[src/rtl/video_pkg.sv]
// Shared types and constants for the video pattern generator and its timing core.
package video_pkg;

    typedef struct packed {
        logic [7:0] r;
        logic [7:0] g;
        logic [7:0] b;
    } rgb_t;

    typedef enum logic [1:0] {
        PAT_GRID    = 2'd0,
        PAT_BARS    = 2'd1,
        PAT_CHECKER = 2'd2,
        PAT_SOLID   = 2'd3
    } pattern_e;

    localparam rgb_t RGB_WHITE   = 24'hFFFFFF;
    localparam rgb_t RGB_YELLOW  = 24'hFFFF00;
    localparam rgb_t RGB_CYAN    = 24'h00FFFF;
    localparam rgb_t RGB_GREEN   = 24'h00FF00;
    localparam rgb_t RGB_MAGENTA = 24'hFF00FF;
    localparam rgb_t RGB_RED     = 24'hFF0000;
    localparam rgb_t RGB_BLUE    = 24'h0000FF;
    localparam rgb_t RGB_BLACK   = 24'h000000;

    // Total line or frame length from porch, pulse and display widths.
    function automatic int unsigned total_len(input int unsigned fp, input int unsigned pulse,
                                              input int unsigned bp, input int unsigned disp);
        return fp + pulse + bp + disp;
    endfunction

    // Colour of bar idx, left to right.
    function automatic rgb_t bar_color(input logic [2:0] idx);
        rgb_t c;
        case (idx)
            3'd0:    c = RGB_WHITE;
            3'd1:    c = RGB_YELLOW;
            3'd2:    c = RGB_CYAN;
            3'd3:    c = RGB_GREEN;
            3'd4:    c = RGB_MAGENTA;
            3'd5:    c = RGB_RED;
            3'd6:    c = RGB_BLUE;
            default: c = RGB_BLACK;
        endcase
        return c;
    endfunction

endpackage

[src/rtl/video_if.sv]
// Video output bundle: syncs, blank and pixel colour.
interface video_if;
    import video_pkg::*;

    logic HS;
    logic VS;
    logic BLANK;
    rgb_t RGB;

    modport master (output HS, VS, BLANK, RGB);
    modport slave  (input  HS, VS, BLANK, RGB);

endinterface

[src/rtl/video_timing.sv]
// Horizontal/vertical counters with sync, active-area and coordinate decode.
module video_timing import video_pkg::*; #(
    parameter int unsigned HDISP  = 800,
    parameter int unsigned VDISP  = 480,
    parameter int unsigned HFP    = 40,
    parameter int unsigned HPULSE = 48,
    parameter int unsigned HBP    = 40,
    parameter int unsigned VFP    = 13,
    parameter int unsigned VPULSE = 3,
    parameter int unsigned VBP    = 29,
    localparam int unsigned HTOTAL = total_len(HFP, HPULSE, HBP, HDISP),
    localparam int unsigned VTOTAL = total_len(VFP, VPULSE, VBP, VDISP),
    localparam int unsigned HW     = $clog2(HTOTAL),
    localparam int unsigned VW     = $clog2(VTOTAL),
    localparam int unsigned XW     = $clog2(HDISP),
    localparam int unsigned YW     = $clog2(VDISP)
) (
    input  logic          pixel_clk,
    input  logic          pixel_rst,
    output logic [HW-1:0] h,
    output logic          hs,
    output logic          vs,
    output logic          active,
    output logic [XW-1:0] x,
    output logic [YW-1:0] y,
    output logic          frame_start
);

    localparam logic [HW-1:0] HMAX     = HW'(HTOTAL - 1);
    localparam logic [HW-1:0] HSYNC_B  = HW'(HFP);
    localparam logic [HW-1:0] HSYNC_E  = HW'(HFP + HPULSE);
    localparam logic [HW-1:0] HSTART_C = HW'(HFP + HPULSE + HBP);
    localparam logic [VW-1:0] VMAX     = VW'(VTOTAL - 1);
    localparam logic [VW-1:0] VSYNC_B  = VW'(VFP);
    localparam logic [VW-1:0] VSYNC_E  = VW'(VFP + VPULSE);
    localparam logic [VW-1:0] VSTART_C = VW'(VFP + VPULSE + VBP);

    logic [HW-1:0] h_q;
    logic [VW-1:0] v_q;
    logic [HW-1:0] h_off;
    logic [VW-1:0] v_off;

    // Raster counters; v advances on the h wrap, both wrap together at frame end.
    always_ff @(posedge pixel_clk) begin
        if (pixel_rst) begin
            h_q <= '0;
            v_q <= '0;
        end else if (h_q == HMAX) begin
            h_q <= '0;
            v_q <= (v_q == VMAX) ? '0 : v_q + 1'b1;
        end else begin
            h_q <= h_q + 1'b1;
        end
    end

    // Stage-0 decode of the current counter position.
    always_comb begin
        h_off       = h_q - HSTART_C;
        v_off       = v_q - VSTART_C;
        hs          = !((h_q >= HSYNC_B) && (h_q < HSYNC_E));
        vs          = !((v_q >= VSYNC_B) && (v_q < VSYNC_E));
        active      = (h_q >= HSTART_C) && (v_q >= VSTART_C);
        x           = active ? XW'(h_off) : '0;
        y           = active ? YW'(v_off) : '0;
        frame_start = (h_q == '0) && (v_q == '0);
    end

    assign h = h_q;

endmodule

[src/rtl/video_pattern_gen.sv]
// Test pattern generator: timing core, frame-synchronous mode latch, pattern
// select and a matched output pipeline.
module video_pattern_gen import video_pkg::*; #(
    parameter int unsigned HDISP     = 800,
    parameter int unsigned VDISP     = 480,
    parameter int unsigned HFP       = 40,
    parameter int unsigned HPULSE    = 48,
    parameter int unsigned HBP       = 40,
    parameter int unsigned VFP       = 13,
    parameter int unsigned VPULSE    = 3,
    parameter int unsigned VBP       = 29,
    parameter int unsigned GRID_LOG2 = 4,
    parameter int unsigned PIPE      = 2,
    parameter int unsigned FCNT_W    = 16,
    localparam int unsigned XW       = $clog2(HDISP),
    localparam int unsigned YW       = $clog2(VDISP)
) (
    input  logic              pixel_clk,
    input  logic              pixel_rst,
    input  logic [1:0]        mode_i,
    input  logic [23:0]       color_i,
    video_if.master           vid,
    output logic [XW-1:0]     x_o,
    output logic [YW-1:0]     y_o,
    output logic              frame_start,
    output logic [FCNT_W-1:0] frame_cnt
);

    localparam int unsigned HTOTAL = total_len(HFP, HPULSE, HBP, HDISP);
    localparam int unsigned HW     = $clog2(HTOTAL);
    localparam int unsigned HSTART = HFP + HPULSE + HBP;
    localparam int unsigned BAR_W  = HDISP / 8;
    localparam int unsigned PXW    = $clog2(HDISP + 1);

    localparam logic [HW-1:0]  HSTART_C = HW'(HSTART);
    // Bar state clears one pixel before the active area of every line.
    localparam logic [HW-1:0]  HCLR_C   = HW'((HSTART == 0) ? HTOTAL - 1 : HSTART - 1);
    localparam logic [PXW-1:0] BAR_LAST = PXW'(BAR_W - 1);

    typedef struct packed {
        logic              hs;
        logic              vs;
        logic              blank;
        rgb_t              rgb;
        logic [XW-1:0]     x;
        logic [YW-1:0]     y;
        logic              fs;
        logic [FCNT_W-1:0] fcnt;
    } pipe_t;

    localparam pipe_t PIPE_RST = '{hs: 1'b1, vs: 1'b1, default: '0};

    logic [HW-1:0]     t_h;
    logic              t_hs;
    logic              t_vs;
    logic              t_active;
    logic [XW-1:0]     t_x;
    logic [YW-1:0]     t_y;
    logic              t_fs;

    pattern_e          mode_q;
    rgb_t              color_q;
    logic [PXW-1:0]    bar_px_q;
    logic [2:0]        bar_idx_q;
    logic [FCNT_W-1:0] fcnt_q;
    logic [FCNT_W-1:0] fcnt_s0;
    pipe_t             s0;
    pipe_t             pipe_q [PIPE];

    video_timing #(
        .HDISP  (HDISP),
        .VDISP  (VDISP),
        .HFP    (HFP),
        .HPULSE (HPULSE),
        .HBP    (HBP),
        .VFP    (VFP),
        .VPULSE (VPULSE),
        .VBP    (VBP)
    ) u_timing (
        .pixel_clk   (pixel_clk),
        .pixel_rst   (pixel_rst),
        .h           (t_h),
        .hs          (t_hs),
        .vs          (t_vs),
        .active      (t_active),
        .x           (t_x),
        .y           (t_y),
        .frame_start (t_fs)
    );

    // Pattern request and solid colour only change at frame start.
    always_ff @(posedge pixel_clk) begin
        if (pixel_rst) begin
            mode_q  <= PAT_GRID;
            color_q <= '0;
        end else if (t_fs) begin
            mode_q  <= pattern_e'(mode_i);
            color_q <= color_i;
        end
    end

    // Divider-free bar tracking; the last bar keeps any leftover pixels.
    always_ff @(posedge pixel_clk) begin
        if (pixel_rst || (t_h == HCLR_C)) begin
            bar_px_q  <= '0;
            bar_idx_q <= '0;
        end else if (t_h >= HSTART_C) begin
            if ((bar_px_q == BAR_LAST) && (bar_idx_q != 3'd7)) begin
                bar_px_q  <= '0;
                bar_idx_q <= bar_idx_q + 3'd1;
            end else begin
                bar_px_q  <= bar_px_q + 1'b1;
            end
        end
    end

    // Frame counter; the incremented value travels with its frame_start.
    always_ff @(posedge pixel_clk) begin
        if (pixel_rst) begin
            fcnt_q <= '0;
        end else begin
            fcnt_q <= fcnt_s0;
        end
    end

    // Stage-0 output word: decoded timing plus the selected pattern colour.
    always_comb begin
        fcnt_s0  = t_fs ? fcnt_q + 1'b1 : fcnt_q;
        s0       = '0;
        s0.hs    = t_hs;
        s0.vs    = t_vs;
        s0.blank = t_active;
        s0.x     = t_x;
        s0.y     = t_y;
        s0.fs    = t_fs;
        s0.fcnt  = fcnt_s0;
        if (t_active) begin
            unique case (mode_q)
                PAT_GRID: s0.rgb = ((t_x[GRID_LOG2-1:0] == '0) || (t_y[GRID_LOG2-1:0] == '0))
                                   ? RGB_WHITE : RGB_BLACK;
                PAT_BARS:    s0.rgb = bar_color(bar_idx_q);
                PAT_CHECKER: s0.rgb = (t_x[GRID_LOG2] ^ t_y[GRID_LOG2]) ? RGB_WHITE : RGB_BLACK;
                PAT_SOLID:   s0.rgb = color_q;
            endcase
        end
    end

    // Matched output pipeline keeps every output on the same latency.
    always_ff @(posedge pixel_clk) begin
        if (pixel_rst) begin
            for (int i = 0; i < PIPE; i++) begin
                pipe_q[i] <= PIPE_RST;
            end
        end else begin
            pipe_q[0] <= s0;
            for (int i = 1; i < PIPE; i++) begin
                pipe_q[i] <= pipe_q[i-1];
            end
        end
    end

    assign vid.HS      = pipe_q[PIPE-1].hs;
    assign vid.VS      = pipe_q[PIPE-1].vs;
    assign vid.BLANK   = pipe_q[PIPE-1].blank;
    assign vid.RGB     = pipe_q[PIPE-1].rgb;
    assign x_o         = pipe_q[PIPE-1].x;
    assign y_o         = pipe_q[PIPE-1].y;
    assign frame_start = pipe_q[PIPE-1].fs;
    assign frame_cnt   = pipe_q[PIPE-1].fcnt;

endmodule

[src/flat_wrapper.sv]
// flat-port wrapper written by rule: the top's interface ports become plain ports
module video_pattern_gen_flat import video_pkg::*;
#(
    parameter int unsigned HDISP     = 800,
    parameter int unsigned VDISP     = 480,
    parameter int unsigned HFP       = 40,
    parameter int unsigned HPULSE    = 48,
    parameter int unsigned HBP       = 40,
    parameter int unsigned VFP       = 13,
    parameter int unsigned VPULSE    = 3,
    parameter int unsigned VBP       = 29,
    parameter int unsigned GRID_LOG2 = 4,
    parameter int unsigned PIPE      = 2,
    parameter int unsigned FCNT_W    = 16,
    localparam int unsigned XW       = $clog2(HDISP),
    localparam int unsigned YW       = $clog2(VDISP)
)
  (pixel_clk, pixel_rst, mode_i, color_i, x_o, y_o, frame_start, frame_cnt, vid_HS, vid_VS, vid_BLANK, vid_RGB);
  video_if vid_i ();
  input  logic pixel_clk;
  input  logic pixel_rst;
  input  logic [1:0] mode_i;
  input  logic [23:0] color_i;
  output logic [XW-1:0] x_o;
  output logic [YW-1:0] y_o;
  output logic frame_start;
  output logic [FCNT_W-1:0] frame_cnt;
  output wire logic [$bits(vid_i.HS)-1:0] vid_HS;
  output wire logic [$bits(vid_i.VS)-1:0] vid_VS;
  output wire logic [$bits(vid_i.BLANK)-1:0] vid_BLANK;
  output wire logic [$bits(vid_i.RGB)-1:0] vid_RGB;
  assign vid_HS = vid_i.HS;
  assign vid_VS = vid_i.VS;
  assign vid_BLANK = vid_i.BLANK;
  assign vid_RGB = vid_i.RGB;
  video_pattern_gen #(.HDISP(HDISP), .VDISP(VDISP), .HFP(HFP), .HPULSE(HPULSE), .HBP(HBP), .VFP(VFP), .VPULSE(VPULSE), .VBP(VBP), .GRID_LOG2(GRID_LOG2), .PIPE(PIPE), .FCNT_W(FCNT_W)) u_core (.pixel_clk(pixel_clk), .pixel_rst(pixel_rst), .mode_i(mode_i), .color_i(color_i), .vid(vid_i), .x_o(x_o), .y_o(y_o), .frame_start(frame_start), .frame_cnt(frame_cnt));
endmodule
[config.mk]
export PLATFORM = sky130hd
export DESIGN_NAME = video_pattern_gen_flat
export DESIGN_NICKNAME = d
export VERILOG_FILES = /design/src/rtl/video_pkg.sv /design/src/rtl/video_if.sv /design/src/rtl/video_timing.sv /design/src/rtl/video_pattern_gen.sv /design/src/flat_wrapper.sv
export SDC_FILE = /design/constraint.sdc
export NUM_CORES = 1
export LEC_CHECK = 0
export CORE_UTILIZATION = 55
export DETAILED_ROUTE_END_ITERATION = 6
export HOLD_SLACK_MARGIN = 0.1
export PLACE_DENSITY = 0.79
export SETUP_SLACK_MARGIN = 0.02
export SYNTH_ARGS = -nofsm -noshare
export SYNTH_HDL_FRONTEND = slang
export SYNTH_SLANG_ARGS = --single-unit
[constraint.sdc]
create_clock -name pixel_clk -period 2.75 [get_ports pixel_clk]
set_input_delay 0.55 -clock pixel_clk [delete_from_list [all_inputs] [get_ports pixel_clk]]
set_output_delay 0.55 -clock pixel_clk [all_outputs]
set_load 0.05 [all_outputs]
### Word-level counts from Yosys, hierarchy flattened

Memories as Yosys holds them, arrays and structs flattened.
Cells that the tools add are included.

| storage, ports and cells | value |
|---|---|
| register bits after elaboration | 75 |
| latch bits | 0 |
| RAM bits | 126 |
| bits in read-only memories | 0 |
| input port bits | 28 |
| output and inout port bits | 63 |
| logic and storage cells | 72 |
| memories | 1 |

| operators by class | value |
|---|---|
| add/sub/neg operators | 7 |
| multipliers | 0 |
| divide/modulo/power cells | 0 |
| $lt $le $gt $ge | 6 |
| equal/unequal tests | 14 |
| shift operators | 0 |
| multiplexer cells | 15 |
| bitwise gates (word level) | 3 |
| reductions and logical operators | 17 |

Memories:

| memory | words | width | rd ports | clocked after memory_dff | wr ports | line | RTL |
|---|---|---|---|---|---|---|---|
| u_core.pipe_q | 2 | 63 | 2 | 0 | 2 | video_pattern_gen.sv:68 | `pipe_t pipe_q [PIPE];` |

Operator list:

| cell | number |
|---|---|
| 24-bit one-hot mux with 7 select lines | 1 |
| 63-bit two-way mux | 2 |
| 24-bit one-hot mux with 4 select lines | 1 |
| 24-bit two-way mux | 3 |
| 10-bit by 1-bit adder with 10-bit output, second input constant | 3 |
| 10-bit two-way mux | 3 |
| 10-bit equality test, second input constant | 2 |
| 10-bit by 7-bit equality test with 1-bit output, second input constant | 2 |
| 10-bit by 6-bit greater-or-equal comparator with 1-bit output, second input constant | 2 |
| 10-bit logical NOT | 2 |
| 16-bit by 1-bit adder with 16-bit output, second input constant | 1 |
| 16-bit two-way mux | 1 |
| 10-bit by 4-bit greater-or-equal comparator with 1-bit output, second input constant | 1 |
| 10-bit by 8-bit greater-or-equal comparator with 1-bit output, second input constant | 1 |
| 10-bit by 5-bit less-than comparator with 1-bit output, second input constant | 1 |
| 10-bit by 7-bit less-than comparator with 1-bit output, second input constant | 1 |
| 10-bit by 8-bit subtractor with 10-bit output, second input constant | 1 |
| 3-bit equality test, second input constant | 3 |
| 9-bit two-way mux | 1 |
| 9-bit by 6-bit subtractor with 9-bit output, second input constant | 1 |
| 4-bit logical NOT | 2 |
| 3-bit by 2-bit equality test with 1-bit output, second input constant | 2 |
| 1-bit logical AND | 5 |
| 2-bit equality test, second input constant | 2 |
| 13 further kinds | 18 |

### Depth between registers and ports, before layout

Gate-level depths: netlist of run 1.

| logic depth | value |
|---|---|
| word-level depth | 9 |
| gate-level depth with buffers | 9 |
| mapped depth without buffers | 7 |

### Hierarchy

Synthesis of run 1 repeated with hierarchy kept, for this count alone.

| second synthesis, totals | value |
|---|---|
| cells, all modules | 746 |
| area total of the unflattened synthesis | 7226.9 um^2 |

By module, submodules not included:

| module | instances | cells an instance | area each (um^2) | sequential area each (um^2) |
|---|---|---|---|---|
| video_pattern_gen | 1 | 568 | 5835.6 | 3303.2 |
| video_timing | 1 | 178 | 1391.3 | 400.4 |

### Worst setup path after synthesis of run 1

OpenSTA, ideal clock, no wires.

| timing | value |
|---|---|
| path type | flip-flop to flip-flop |
| start point | register u_core.u_timing.v_q[6] |
| end point | memory u_core.pipe_q[0][15] in the netlist's numbering |
| setup time | 0.123 ns |
| arrival | 2.214 ns |
| data required time | 2.627 ns |
| slack | 0.412 ns |
| cell stages (with the launch flop) | 8 |
| path buffers | 2 |
| clock period less this slack | 2.338 ns |
| path through | dfxtp_1 > buf_6 > or4_4 > or3_4 > or2_1 > buf_6 > nor4_4 > mux2_1 |

RTL lines:

| element | line | RTL |
|---|---|---|
| from (decl) | video_timing.sv:39 | `logic [VW-1:0] v_q;` |
| from (signal assigned) | video_timing.sv:50 | `v_q <= (v_q == VMAX) ? '0 : v_q + 1'b1;` |
| to (decl) | video_pattern_gen.sv:68 |  |

### Final worst setup path of run 1

| timing | value |
|---|---|
| start point | register u_core.u_timing.v_q[0] |
| end point | register u_core.fcnt_q[8] |

| on the way | value |
|---|---|
| word-level cells in the longest chain between the ends | 3 |

Ends and longest elaborated chain:

| element | line | RTL |
|---|---|---|
| 10-bit logical NOT | video_timing.sv:65 | `frame_start = (h_q == '0) && (v_q == '0);` |
| 1-bit logical AND | video_timing.sv:65 |  |
| 16-bit two-way mux | video_pattern_gen.sv:128 | `fcnt_s0 = t_fs ? fcnt_q + 1'b1 : fcnt_q;` |
| to (signal assigned) | video_pattern_gen.sv:122 | `fcnt_q <= fcnt_s0;` |
| to (decl) | video_pattern_gen.sv:65 | `logic [FCNT_W-1:0] fcnt_q;` |

Every way passes these cells.
A chain may end at the register's enable or synchronous reset.

==> impl_metrics.env, run 1 <==
export IMPL_critPathLaunchType="register"
export IMPL_worstHoldStart="u_core.pipe_q[0][61]$_SDFF_PP1_"
export IMPL_cts_tree="yes"
export IMPL_layout_drive_gt1_share=0.07028
export IMPL_wl_um=13730
export IMPL_synthTopCellsByArea="dfxtp_1 51%, buf_4 6.4%, nor2b_1 5.3%"
export IMPL_ir_drop_uv=405.9
export IMPL_r2r_setup_slack_ns=0.21
export IMPL_tns_ns=0
export IMPL_whs_path_depth=1
export IMPL_rr_endpoint="u_core.fcnt_q[8]$_SDFFE_PP0P_"
export IMPL_reg2regPathDepth=8
export IMPL_power_leakage_nw=3.164
export IMPL_dpl_instance_area_um2=7794
export IMPL_grt_max_degree=58
export IMPL_syn_inst=774
export IMPL_dp_hpwl_um=9522
export IMPL_dieArea_um2=13550
export IMPL_drv_cap=0
export IMPL_clk_path_buf_depth=2
export IMPL_syn_cell_area_um2=7197
export IMPL_wire_per_inst_um=13.96
export IMPL_drcViolationCount=0
export IMPL_setup_viol=0
export IMPL_rsz0062_at_grt="false"
export IMPL_antenna_found_initial=0
export IMPL_r2r_start="u_core.u_timing.v_q[0]$_SDFFE_PP0P_"
export IMPL_final_area_um2=8374
export IMPL_worst_pin_slew_ns=0.8612
export IMPL_drt_iter0_drc=433
export IMPL_ys_ff_latch=185
export IMPL_syn_nets=819
export IMPL_core_area_um2=12670
export IMPL_cp_arrival_ns=2.88
export IMPL_finalClockSkew_ns=0.006383
export IMPL_status="complete, no violations"
export IMPL_synth_top_area_share=0.5146
export IMPL_synth_top_family_by_area="simple AND/OR/NAND/NOR gates"
export IMPL_hold_slack_ns=0.4113
export IMPL_drt_antenna_violating_nets=0
export IMPL_vias_per_cell=5.251
export IMPL_fin_nets=844
export IMPL_yosysWarnings=0
export IMPL_yosysSeqAreaShare=0.5146
export IMPL_yosys_area_share_simple=0.2213
export IMPL_avgSynthCellArea_um2=9.298
export IMPL_hold_viol=0
export IMPL_synth_compound_area_frac=0.08397
export IMPL_synth_cell_type_count=54
export IMPL_overflow=0
export IMPL_antenna_cells=0
export IMPL_crit_fanout=16
export IMPL_tritoncts_num_buffers=17
export IMPL_fmax_mhz=393.7
export IMPL_final_common_cell="dfxtp_1"
export IMPL_synth_edff_count=0
export IMPL_yosysTopAreaCell="dfxtp_1"
export IMPL_gp_congestion=0.8561
export IMPL_synth_xor_area_frac=0.04624
export IMPL_num_vias=5162
export IMPL_synth_ff_type="dfxtp_1"
export IMPL_layout_min_cycle_time_ns=2.540
export IMPL_relSlewSlack=0.4259
export IMPL_clock_root_buffer="clkbuf_16"
export IMPL_final_cell_mix="185 x dfxtp_1, 92 x nand2_1, 89 x clkdlybuf4s50_1, 69 x nor2_1, 61 x nor2b_1"
export IMPL_worst_skew_pair_late_latency_ns=0.42
export IMPL_worstSetupEndpointType="register"
export IMPL_drt_pre_antenna_iters=6
export IMPL_fp_row_count=41
export IMPL_grt_usage=0.2128
export IMPL_postSynth_asyncResetShare=0
export IMPL_htree_levels=4
export IMPL_io_buffers=90
export IMPL_min_to="u_core.pipe_q[0][124]$_SDFF_PP1_"
export IMPL_grt_pass1_vias=4713
export IMPL_muxShareOfSynthArea=0.009040
export IMPL_initial_core_util=0.5680
export IMPL_die_x_um=116.4
export IMPL_fillerInstances=994
export IMPL_synth_fa_ha_area_frac=0.02955
export IMPL_hold_path_class="register to register"
export IMPL_syn_to_final_growth_pct=16.36
export IMPL_slew_violations=0
export IMPL_dieHeight_um=116.4
export IMPL_fin_crit_sh=0.9236
export IMPL_clk_pin_slew_worst_paths_ns=0.06
export IMPL_clock_sinks=185
export IMPL_critical_path_class="register to register"
export IMPL_power_density_nw_per_um2=648.3
export IMPL_ios=91
export IMPL_grt_pass1_wl_um=22100
export IMPL_worstPathRequired_ns=3.09
==> metal layers <==
metal  wire length (µm)  global-route usage  part of all wire
met1               6253              0.2713              0.46
met4                248              0.1017             0.018
met2               6530              0.3420              0.48
met5                  0                   0                 0
met3                693             0.04826             0.050
==> state kept, by name, indices dropped and copies added (netlist names) <==
register	cells
u_core.bar_idx_q	3
u_core.bar_px_q	10
u_core.color_q	24
u_core.fcnt_q	15
u_core.mode_q	2
u_core.pipe_q	111
u_core.u_timing.h	10
u_core.u_timing.v_q	10
==> worst max-delay path, cell delays in order (launching register included) <==
cell	delay [ns]
dfxtp_1	0.41
inv_1	0.12
ha_1	0.19
or4bb_1	0.42
nor4_2	0.28
nand3_1	0.12
buf_4	0.20
or4_1	0.52
a21oi_1	0.19
==> synthesized netlist by cell type, types with 2 or more instances <==
cell and number:
and4_1 2, mux2_2 3, o21ai_0 8, buf_2 5
nand4b_1 3, o31a_1 2, dfxtp_1 185, or2_2 5
inv_1 19, nor2b_1 61, o31ai_1 5, and3_1 7
buf_6 2, nor3_1 11, xor2_1 15, xnor2_1 23
nand2_1 92, nor4bb_1 3, ha_1 17, a21oi_1 55
nor4_1 4, buf_4 61, nand3_1 19, nand2b_1 3
or4_4 2, a31oi_1 18, or4_1 5, o21a_1 2
and2_1 3, mux2i_1 2, clkbuf_1 28, or3_1 7
nand4_1 8, nor2_1 69
==> worst max path at each step <==
stage | start | end | slack, ns | depth (start not counted)
floorplan | u_core.u_timing.v_q[6]$_SDFFE_PP0P_ | u_core.pipe_q[0][15]$_SDFFE_PP0P_ | 0.41 | 7
global placement | u_core.u_timing.h[0]$_SDFF_PP0_ | u_core.fcnt_q[8]$_SDFFE_PP0P_ | 0.30 | 8
detailed placement | u_core.u_timing.v_q[0]$_SDFFE_PP0P_ | u_core.fcnt_q[8]$_SDFFE_PP0P_ | 0.1 | 8
CTS | u_core.u_timing.v_q[0]$_SDFFE_PP0P_ | u_core.fcnt_q[8]$_SDFFE_PP0P_ | 0.07 | 8
global route | u_core.u_timing.v_q[0]$_SDFFE_PP0P_ | u_core.fcnt_q[8]$_SDFFE_PP0P_ | 0.08 | 8
finish | u_core.u_timing.v_q[0]$_SDFFE_PP0P_ | u_core.fcnt_q[8]$_SDFFE_PP0P_ | 0.21 | 8
==> what timing repair did <==
item	4_1_cts	5_1_grt
buffers inserted	0	0
endpoints found under the setup margin	0	5
hold buffers	0	0
gates resized for setup	0	1
==> power breakdown <==
part | switching, mW | internal, mW | leakage (nW)
clock | 0.936 | 1.40 | 0.272
combinational | 0.193 | 0.120 | 1.40
sequential | 0.0435 | 2.73 | 1.50
==> through the flow <==
stage | std cells | worst slack [ns] | power, mW | util
after floorplan | 774 | 0.4122 | 3.042 | -
after global placement | 952 | 0.3006 | 3.132 | 0.6151
after detailed placement | 952 | 0.09889 | 3.143 | 0.6151
after CTS | 983 | 0.07252 | 5.468 | 0.6604
after global routing | 983 | 0.08172 | 5.627 | 0.6609
final | 983 | 0.2100 | 5.429 | 0.6609
==> final cells by class <==
class                      count  area, µm²  area share
clock buffer                  24      481.7     0.05752
clock inverter                 7      92.59     0.01106
multi-input combinational    473       2814      0.3360
inverter                      19      71.32    0.008516
tap                          172      215.2     0.02570
sequential                   185       3704      0.4423
timing repair buffer         103      996.0      0.1189
==> logic make-up after synthesis <==
family / after synthesis
compound gates: 99
xor+xnor: 38
fa+ha+maj: 17
buf+inv: 116
flops: 185
mux: 6
simple gates: 313
No activity file was read; power rests on OpenSTA's default activity.
==> run 2, diff against run 1 <==
--- a/config.mk
+++ b/config.mk
@@ -8,7 +8,8 @@
 export CORE_UTILIZATION = 55
 export DETAILED_ROUTE_END_ITERATION = 6
 export HOLD_SLACK_MARGIN = 0.1
-export PLACE_DENSITY = 0.79
+export PLACE_DENSITY = 0.77
+export RECOVER_POWER = 100
 export SETUP_SLACK_MARGIN = 0.02
 export SYNTH_ARGS = -nofsm -noshare
 export SYNTH_HDL_FRONTEND = slang
==> run 2 against run 1 <==
  * The run now ends with max-capacitance violations, max-slew violations left
  * Register-to-register slack got worse by 0.03 ns
  * Sequential share of layout area about the same
  * Sequential cell count is the same
  * Critical path depth stayed put
  * Non-clock buffer count rose by 1
  * Combinational power shrank 2%
  * Die area stayed put
  * Power up 0.91%
  * Critical path type unchanged
  * Critical endpoint is now u_core.pipe_q[0][43]$_SDFF_PP0_
==> impl_metrics.env, run 2 (same netlist as run 1, synthesis figures left out) <==
export IMPL_status="complete, but fails checks"
export IMPL_violations="max-capacitance violations, max-slew violations"
export IMPL_multi_input_area_um2=2805
export IMPL_largest_register_ffs=111
export IMPL_cp_arrival_ns=2.85
export IMPL_hold_buffers=0
export IMPL_tns_ns=0
export IMPL_place_inst=953
export IMPL_worstSetupEndpointType="register"
export IMPL_drt_iter0_drc=332
export IMPL_post_route_util=0.6608
export IMPL_dpl_instance_area_um2=7801
export IMPL_slew_violations=37
export IMPL_post_cts_buffers=0
export IMPL_worst_pin_slew_ns=1.582
export IMPL_hold_viol=0
export IMPL_layout_min_cycle_time_ns=2.570
export IMPL_ios=91
export IMPL_num_vias=5079
export IMPL_rsz0062_at_grt="false"
export IMPL_final_common_cell="dfxtp_1"
export IMPL_wire_per_inst_um=14.11
export IMPL_finalClockSkew_ns=0.007216
export IMPL_vias_per_cell=5.156
export IMPL_drcViolationCount=0
export IMPL_worstHoldStart="u_core.pipe_q[0][62]$_SDFF_PP1_"
export IMPL_grt_max_degree=46
export IMPL_antenna_cells=0
export IMPL_layout_drive_gt1_share=0.06888
export IMPL_final_area_um2=8373
export IMPL_crit_fanout=24
export IMPL_hold_path_class="register to register"
export IMPL_final_cell_mix="185 x dfxtp_1, 92 x nand2_1, 69 x nor2_1, 63 x dlygate4sd3_1, 61 x nor2b_1"
export IMPL_gp_congestion=0.8375
export IMPL_power_leakage_nw=3.381
export IMPL_clock_sinks=185
export IMPL_whs_path_depth=1
export IMPL_core_area_um2=12670
export IMPL_clk_pin_slew_worst_paths_ns=0.07
export IMPL_drt_antenna_violating_nets=0
export IMPL_grtUsageMet1=0.2701
export IMPL_met2_usage=0.3546
export IMPL_seq_area_um2=3704
export IMPL_reg2regPathDepth=8
export IMPL_power_density_nw_per_um2=654.4
export IMPL_clock_root_buffer="clkbuf_16"
export IMPL_p_total_mw=5.479
export IMPL_dp_hpwl_um=9490
export IMPL_fillerInstances=1012
export IMPL_stdcell_count=985
export IMPL_regMostFlops="u_core.pipe_q"
export IMPL_die_x_um=116.4
export IMPL_grt_busiest_layer="met2"
export IMPL_r2r_setup_slack_ns=0.18
export IMPL_top_regs="u_core.pipe_q: 111 flops, u_core.color_q: 24 flops, u_core.fcnt_q: 15 flops"
export IMPL_htree_levels=4
export IMPL_grt_usage=0.2164
export IMPL_dieHeight_um=116.4
export IMPL_grtUsageMet3=0.05501
export IMPL_critical_path_class="register to register"
export IMPL_critPathLaunchType="register"
export IMPL_rr_endpoint="u_core.pipe_q[0][43]$_SDFF_PP0_"
export IMPL_initial_core_util=0.5680
export IMPL_relSlewSlack=-0.05499
export IMPL_io_buffers=90
export IMPL_drv_cap=1
export IMPL_min_to="u_core.pipe_q[0][125]$_SDFF_PP1_"
export IMPL_fp_row_count=41
export IMPL_syn_to_final_growth_pct=16.34
export IMPL_worst_skew_pair_late_latency_ns=0.43
export IMPL_dp_slack_ns=0.1766
export IMPL_fin_nets=845
export IMPL_antenna_found_initial=0
export IMPL_fin_crit_sh=0.9345
export IMPL_worstPathRequired_ns=3.03
export IMPL_setup_viol=0
export IMPL_cts_tree="yes"
export IMPL_hold_slack_ns=0.4082
export IMPL_overflow=0
export IMPL_wl_um=13900
export IMPL_tritoncts_num_buffers=17
export IMPL_clk_path_buf_depth=2
export IMPL_grt_pass1_wl_um=22560
export IMPL_ir_drop_uv=389.2
export IMPL_fmax_mhz=389.1
export IMPL_drt_pre_antenna_iters=6
export IMPL_setup_ws_ns=0.1801
export IMPL_grt_pass1_vias=4730
export IMPL_dieArea_um2=13550
export IMPL_r2r_start="u_core.u_timing.h[8]$_SDFF_PP0_"
run 2: cell count changes in the layout (fill, tap and decap cells not counted), sizes merged:
cell,before,now
inv,19,21
clkinv,2,3
clkbuf,24,26
dlygate4sd3,0,63
buf,14,11
clkdlybuf4s50,89,26
run 2: worst max path at each step:
stage | from | to | slack, ns | depth (start not counted)
after CTS | u_core.u_timing.h[0]$_SDFF_PP0_ | u_core.fcnt_q[8]$_SDFFE_PP0P_ | 0.10 | 8
final | u_core.u_timing.h[8]$_SDFF_PP0_ | u_core.pipe_q[0][43]$_SDFF_PP0_ | 0.18 | 8
after global placement | u_core.u_timing.h[0]$_SDFF_PP0_ | u_core.fcnt_q[8]$_SDFFE_PP0P_ | 0.28 | 8
after floorplan | u_core.u_timing.v_q[6]$_SDFFE_PP0P_ | u_core.pipe_q[0][15]$_SDFFE_PP0P_ | 0.41 | 7
after global routing | u_core.u_timing.v_q[1]$_SDFFE_PP0P_ | u_core.pipe_q[0][43]$_SDFF_PP0_ | 0.02 | 8
after detailed placement | u_core.u_timing.h[0]$_SDFF_PP0_ | u_core.fcnt_q[14]$_SDFFE_PP0P_ | 0.18 | 8
run 2: report_power, final:
part	internal, mW	total [mW]	switching, mW
registers	2.73	2.78	0.0423
clock network	1.41	2.40	0.985
logic	0.115	0.306	0.191
run 2: timing repair:
item	4_1_cts	5_1_grt
resized for setup	0	1
setup endpoints to repair	0	5
hold endpoints to repair	0	0
run 2: routing by layer:
| layer | up-vias | routed length [µm] |
|---|---|---|
| met5 | - | 0 |
| met4 | 0 | 250 |
| met3 | 23 | 546 |
| met2 | 106 | 6762 |
| met1 | 2404 | 6344 |
| li1 | 2546 | - |
run 2: area by class of cell:
| class | count | area share |
|---|---|---|
| Timing Repair Buffer | 104 | 0.1181 |
| Inverter | 19 | 0.008518 |
| Multi-Input combinational cell | 473 | 0.3350 |
| Sequential cell | 185 | 0.4423 |
| Tap cell | 172 | 0.02570 |
| Clock buffer | 22 | 0.05663 |
| Clock inverter | 10 | 0.01375 |
run 2: worst max-delay path, stage by stage, from the launching register on:
cell and delay [ns]:
dfxtp_1 0.35, inv_1 0.14, ha_1 0.16, or4b_1 0.51, o31ai_4 0.22, nor3_1 0.11, a2111oi_4 0.33, buf_2 0.45
a31oi_1 0.15
==> run 3, diff against run 2 <==
--- a/config.mk
+++ b/config.mk
@@ -11,6 +11,7 @@
 export PLACE_DENSITY = 0.77
 export RECOVER_POWER = 100
 export SETUP_SLACK_MARGIN = 0.02
+export SLEW_MARGIN = 20
 export SYNTH_ARGS = -nofsm -noshare
 export SYNTH_HDL_FRONTEND = slang
 export SYNTH_SLANG_ARGS = --single-unit
==> results of run 3 <==
Same layout as run 2: the final DEF is identical, and so are final timing and power.
